[src/rtl/eb_pkg.sv]
// Shared definitions for the elastic-buffer family: buffer kinds and the
// credit-counter width helper used by credit-based links.
package eb_pkg;

    // Buffer kinds recognised by generic elastic-buffer wrappers.
    typedef enum logic [1:0] {
        EB_HALF     = 2'd0,
        EB_FULL     = 2'd1,
        EB_TWO_SLOT = 2'd2,
        EB_FIFO     = 2'd3
    } eb_type_e;

    // Bits needed to hold a count in the range 0..n inclusive.
    function automatic int credit_width(input int n);
        return $clog2(n + 1);
    endfunction

endpackage

[src/rtl/eb_credit_counter.sv]
// Credit counter for the sending end of a credit link. Starts full, decrements
// on a send, increments on a returned credit, saturates at CREDITS and raises a
// sticky overflow flag when a credit arrives that the receiver never owed.
module eb_credit_counter
    import eb_pkg::*;
#(
    parameter  int CREDITS = 4,
    localparam int CW      = credit_width(CREDITS)
) (
    input  logic          clk,
    input  logic          rst,
    input  logic          inc,
    input  logic          dec,
    output logic [CW-1:0] count,
    output logic          overflow
);

    logic [CW-1:0] cnt_r;
    logic [CW-1:0] cnt_next_s;
    logic          ovf_s;
    logic          err_r;

    // Next count: a send and a credit in the same cycle cancel out; a credit
    // on a full counter is dropped and flagged instead of wrapping.
    always_comb begin
        cnt_next_s = cnt_r;
        ovf_s      = 1'b0;
        case ({inc, dec})
            2'b10: begin
                if (cnt_r == CW'(CREDITS)) begin
                    cnt_next_s = cnt_r;
                    ovf_s      = 1'b1;
                end else begin
                    cnt_next_s = cnt_r + 1'b1;
                    ovf_s      = 1'b0;
                end
            end
            2'b01: begin
                // A send is only possible with a credit in hand; holding at
                // zero keeps an illegal decrement from wrapping.
                if (cnt_r != {CW{1'b0}}) begin
                    cnt_next_s = cnt_r - 1'b1;
                end else begin
                    cnt_next_s = cnt_r;
                end
            end
            2'b11:   cnt_next_s = cnt_r;
            2'b00:   cnt_next_s = cnt_r;
            default: cnt_next_s = cnt_r;
        endcase
    end

    // Count and sticky error registers; reset restores a full credit pool.
    always_ff @(posedge clk or posedge rst) begin
        if (rst) begin
            cnt_r <= CW'(CREDITS);
            err_r <= 1'b0;
        end else begin
            cnt_r <= cnt_next_s;
            err_r <= err_r | ovf_s;
        end
    end

    assign count    = cnt_r;
    assign overflow = err_r;

endmodule

[src/rtl/eb_credit_tx.sv]
// Credit-based transmitter: turns a valid/ready channel into a valid/credit
// link so no combinational backpressure has to cross the long wire. A flit is
// only launched with a credit in hand, so the far-end FIFO cannot overflow.
module eb_credit_tx
    import eb_pkg::*;
#(
    parameter  int DW      = 32,
    parameter  int CREDITS = 4,
    localparam int CW      = credit_width(CREDITS)
) (
    input  logic          clk,
    input  logic          rst,
    input  logic [DW-1:0] data_i,
    input  logic          valid_i,
    output logic          ready_o,
    output logic [DW-1:0] data_o,
    output logic          valid_o,
    input  logic          credit_i,
    output logic [CW-1:0] credits_o,
    output logic          err_o
);

    generate
        if (CREDITS < 1) begin : g_bad_credits
            $error("eb_credit_tx: CREDITS must be at least 1");
        end
    endgenerate

    logic [CW-1:0] cnt_s;
    logic          err_s;
    logic          ready_s;
    logic          send_s;
    logic          valid_r;
    logic [DW-1:0] data_r;

    eb_credit_counter #(
        .CREDITS (CREDITS)
    ) u_counter (
        .clk      (clk),
        .rst      (rst),
        .inc      (credit_i),
        .dec      (send_s),
        .count    (cnt_s),
        .overflow (err_s)
    );

    // Ready comes straight from the counter flops; a returning credit only
    // shows up as ready on the following cycle.
    assign ready_s = (cnt_s != {CW{1'b0}});
    assign send_s  = valid_i & ready_s;

    // Link valid is a one-cycle pulse per launched flit.
    always_ff @(posedge clk or posedge rst) begin
        if (rst) begin
            valid_r <= 1'b0;
        end else begin
            valid_r <= send_s;
        end
    end

    // Link data only loads on a send and otherwise holds, so idle cycles do
    // not toggle the wide register.
    always_ff @(posedge clk or posedge rst) begin
        if (rst) begin
            data_r <= {DW{1'b0}};
        end else if (send_s) begin
            data_r <= data_i;
        end
    end

    assign ready_o   = ready_s;
    assign valid_o   = valid_r;
    assign data_o    = data_r;
    assign credits_o = cnt_s;
    assign err_o     = err_s;

endmodule
[config.mk]
export PLATFORM = sky130hd
export DESIGN_NAME = eb_credit_tx
export DESIGN_NICKNAME = d
export VERILOG_FILES = /design/src/rtl/eb_pkg.sv /design/src/rtl/eb_credit_counter.sv /design/src/rtl/eb_credit_tx.sv
export SDC_FILE = /design/constraint.sdc
export NUM_CORES = 1
export LEC_CHECK = 0
export CAP_MARGIN = 40
export CELL_PAD_IN_SITES_DETAIL_PLACEMENT = 1
export CELL_PAD_IN_SITES_GLOBAL_PLACEMENT = 1
export CORE_MARGIN = 3
export CORE_UTILIZATION = 31
export DETAILED_ROUTE_END_ITERATION = 12
export PLACE_DENSITY_LB_ADDON = 0.1
export SYNTH_ARGS = -nofsm -noshare
export SYNTH_HDL_FRONTEND = slang
export SYNTH_HIERARCHICAL = 1
export SYNTH_SLANG_ARGS = --single-unit
[constraint.sdc]
create_clock -name clk -period 2.8 [get_ports clk]
set_input_delay 0.42 -clock clk [delete_from_list [all_inputs] [get_ports clk]]
set_output_delay 0.42 -clock clk [all_outputs]
set_load 0.02 [all_outputs]
==> flow_summary.yaml <==
die:
  die-area_mm2: 0.00578
  ioPinCount: 74
  die_h_um: 76.1
  rows: 24
  design.core.area_mm2: 0.00453
  start_util: 0.336
  die_x_um: 76.1
timing:
  slew_headroom: 0.597
  hold_viol: 0
  clock.fmax_mhz: 440
  final_max_slew_viol_count: 0
  rsz0062_at_grt: "no"
  clock_skew_ns: 0.00381
  setup_viol: 0
  fin_crit_ns: 2.27
  fin_tns_setup_ns: 0
  worst_pin_slew_ns: 0.604
  post-route-period-util: 0.812
clock_tree:
  clkTransAtPathRegs_ns: 0.07
  post_cts_resized: 0
  htreeDepth: 2
  clock-root-buffer: "clkbuf_8"
  cts_setup_buffers: 0
  cts_tree: "done"
  cts_sinks: 37
  clockBufferDepth: 2
  clk_latency_ns: 0.28
  cts_inserted_buffers: 5
  cts_hold_buf: 0
synthesis:
  synth_adder_area_share: 0.0296
  yosysSeqAreaShare: 0.609
  ys_types: 22
  ys_warn_count: 6
  synth_compound_area_frac: 0.0493
  synth_mux_area_frac: 0.243
  synth_seq_cells: 37
  syn_area_mm2: 0.00152
  syn_nets: 139
  synthSimpleGateAreaFrac: 0.0337
  syn_inst: 100
  yosys.area_share.xor_xnor: 0
  synth_top_family_by_area: "multiplexers"
  syn_avg_cell_area_um2: 15.2
critical_path:
  worst-path-buf-inv: 1
  path_max_fanout: 8
  r2r-end: "u_counter/count[2]"
  r2r-start: "u_counter/count[1]"
  arrival_ns: 2.50
  critPathMaxStageDelay_ns: 0.49
  critPathSlowestCell: "dfrtp_1"
  path_depth: 7
  cp-start-kind: "flop"
  setup.worst_path.class: "flop to flop"
  end_kind: "flop"
  cpLargestDelayFamily: "adder cells"
  r2r_cells: 7
  cp.required_ns: 3.02
  ff2ff_setup_slack_ns: 0.53
  path_cells: "o31ai_4 > inv_1 > ha_1 > fa_1 > or3_1 > o21ai_1 > a221o_1"
grt:
  overflow: 0
  grt_antenna_before_repair: 0
  grt_max_degree: 33
  grt_pass1_vias: 1210
  grt_use_total: 0.137
  grt_pass1_wl_um: 6200
route:
  drt_pass1_iterations: 2
  ant_nets: 0
  dr_wl_met3_um: 256
  met2WireLength_um: 1860
  post_drt_wl_per_cell_um: 15.1
  wl_met1_um: 1560
  drc_errors: 0
  vias: 1076
  top_layer: "met4"
  dr.first_iter.drc_count: 71
  via_per_inst: 4.39
  routed_wirelength_um: 3700
placed_design:
  place_congestion: 0.797
  io_buffers: 73
  place_hpwl_um: 2830
min_path:
  hold_path.class: "input port to async pin"
layout:
  fillers: 448
  syn2layout_area_growth_pct: 58.5
  diodes: 0
  ff_latch_area_um2: 927
  nets: 218
  drive_gt1_frac: 0.239
  multi_input_area_um2: 542
pwr:
  power_density_mw_per_mm2: 996
  p_total_uw: 2400
  p_leak_uw: 0.00101
  irDropWorstVdd_mv: 0.487
status:
  status: "finished clean"
run:
  drv_cap: 0
flip-flops by register name (all words and copies together), names as in the netlist:
| register | cells |
|---|---|
| u_counter/count | 3 |
| data_o | 32 |
| valid_o | 1 |
| u_counter/overflow | 1 |
cell type report:
type                    instances  area share
clock buffers                   6      0.0343
multi-input cells              55       0.225
well taps                      65      0.0337
clock inverters                 2     0.00571
flip-flops and latches         37       0.385
inverters                       5     0.00778
repair buffers                 75       0.309
layer usage:
metal  global-route usage  up-vias
met1                0.167      524
met3               0.0520        2
met2                0.224       44
met4               0.0435        0
li1                     -      506
met5                    0        -
cell usage in the layout, fill, tap and decap left out, drive strengths merged:
master,count
clkdlybuf4s50,73
dfrtp,36
mux2,32
clkbuf,6
inv,5
nand2,4
o21ai,3
or3,2
buf,2
nor2,2
ha,2
o31ai,2
clkinv,2
mux2i,1
a31o,1
a21o,1
or3b,1
or2b,1
a21oi,1
a221o,1
fa,1
dfstp,1
where the power goes:
| group | total, uW | internal (uW) | switching (uW) | leakage (uW) |
|---|---|---|---|---|
| clock network | 385 | 199 | 185 | 0.0000512 |
| registers | 882 | 736 | 145 | 0.000429 |
| logic | 1130 | 611 | 524 | 0.000527 |
cells by family after synthesis:
logic type | count (synthesis)
buf+inv | 8
flops | 37
mux | 33
compound gates | 9
simple gates | 10
fa+ha+maj | 3
Yosys cell counts (all sizes together):
library cell  instances  area [um^2]
a21o                  1         7.51
a21oi                 1         5.00
a221o                 1         10.0
a31o                  1         8.76
buf                   3         33.8
dfrtp                36          901
dfstp                 1         26.3
fa                    1         20.0
ha                    2         25.0
inv                   5         18.8
mux2                 32          360
mux2i                 1         10.0
nand2                 4         15.0
nor2                  2         7.51
o21ai                 3         15.0
o31ai                 2         28.8
or2b                  1         7.51
or3                   2         12.5
or3b                  1         8.76
through the flow:
stage / area (um^2) / setup slack, ns / cells / util / hold slack [ns]
after CTS: 2410 / 0.501 / 245 / 0.532 / 0.364
after floorplan: 1520 / 0.333 / 100 / - / 0.185
after detailed placement: 2310 / 0.341 / 237 / 0.510 / 0.465
final: 2410 / 0.527 / 245 / 0.532 / 0.365
after global placement: 2310 / 0.428 / 237 / 0.510 / 0.455
after global routing: 2410 / 0.362 / 245 / 0.532 / 0.384
how the worst max path moves through the flow:
stage                                   from                 end  slack, ns
final                     u_counter/count[1]  u_counter/count[2]       0.53
after global placement               valid_i  u_counter/count[2]       0.43
after detailed placement             valid_i  u_counter/count[2]       0.34
after floorplan           u_counter/count[1]  u_counter/count[2]       0.33
after CTS                 u_counter/count[1]  u_counter/count[2]       0.50
after global routing      u_counter/count[1]  u_counter/count[2]       0.36
(Power assumes the default switching activity.)
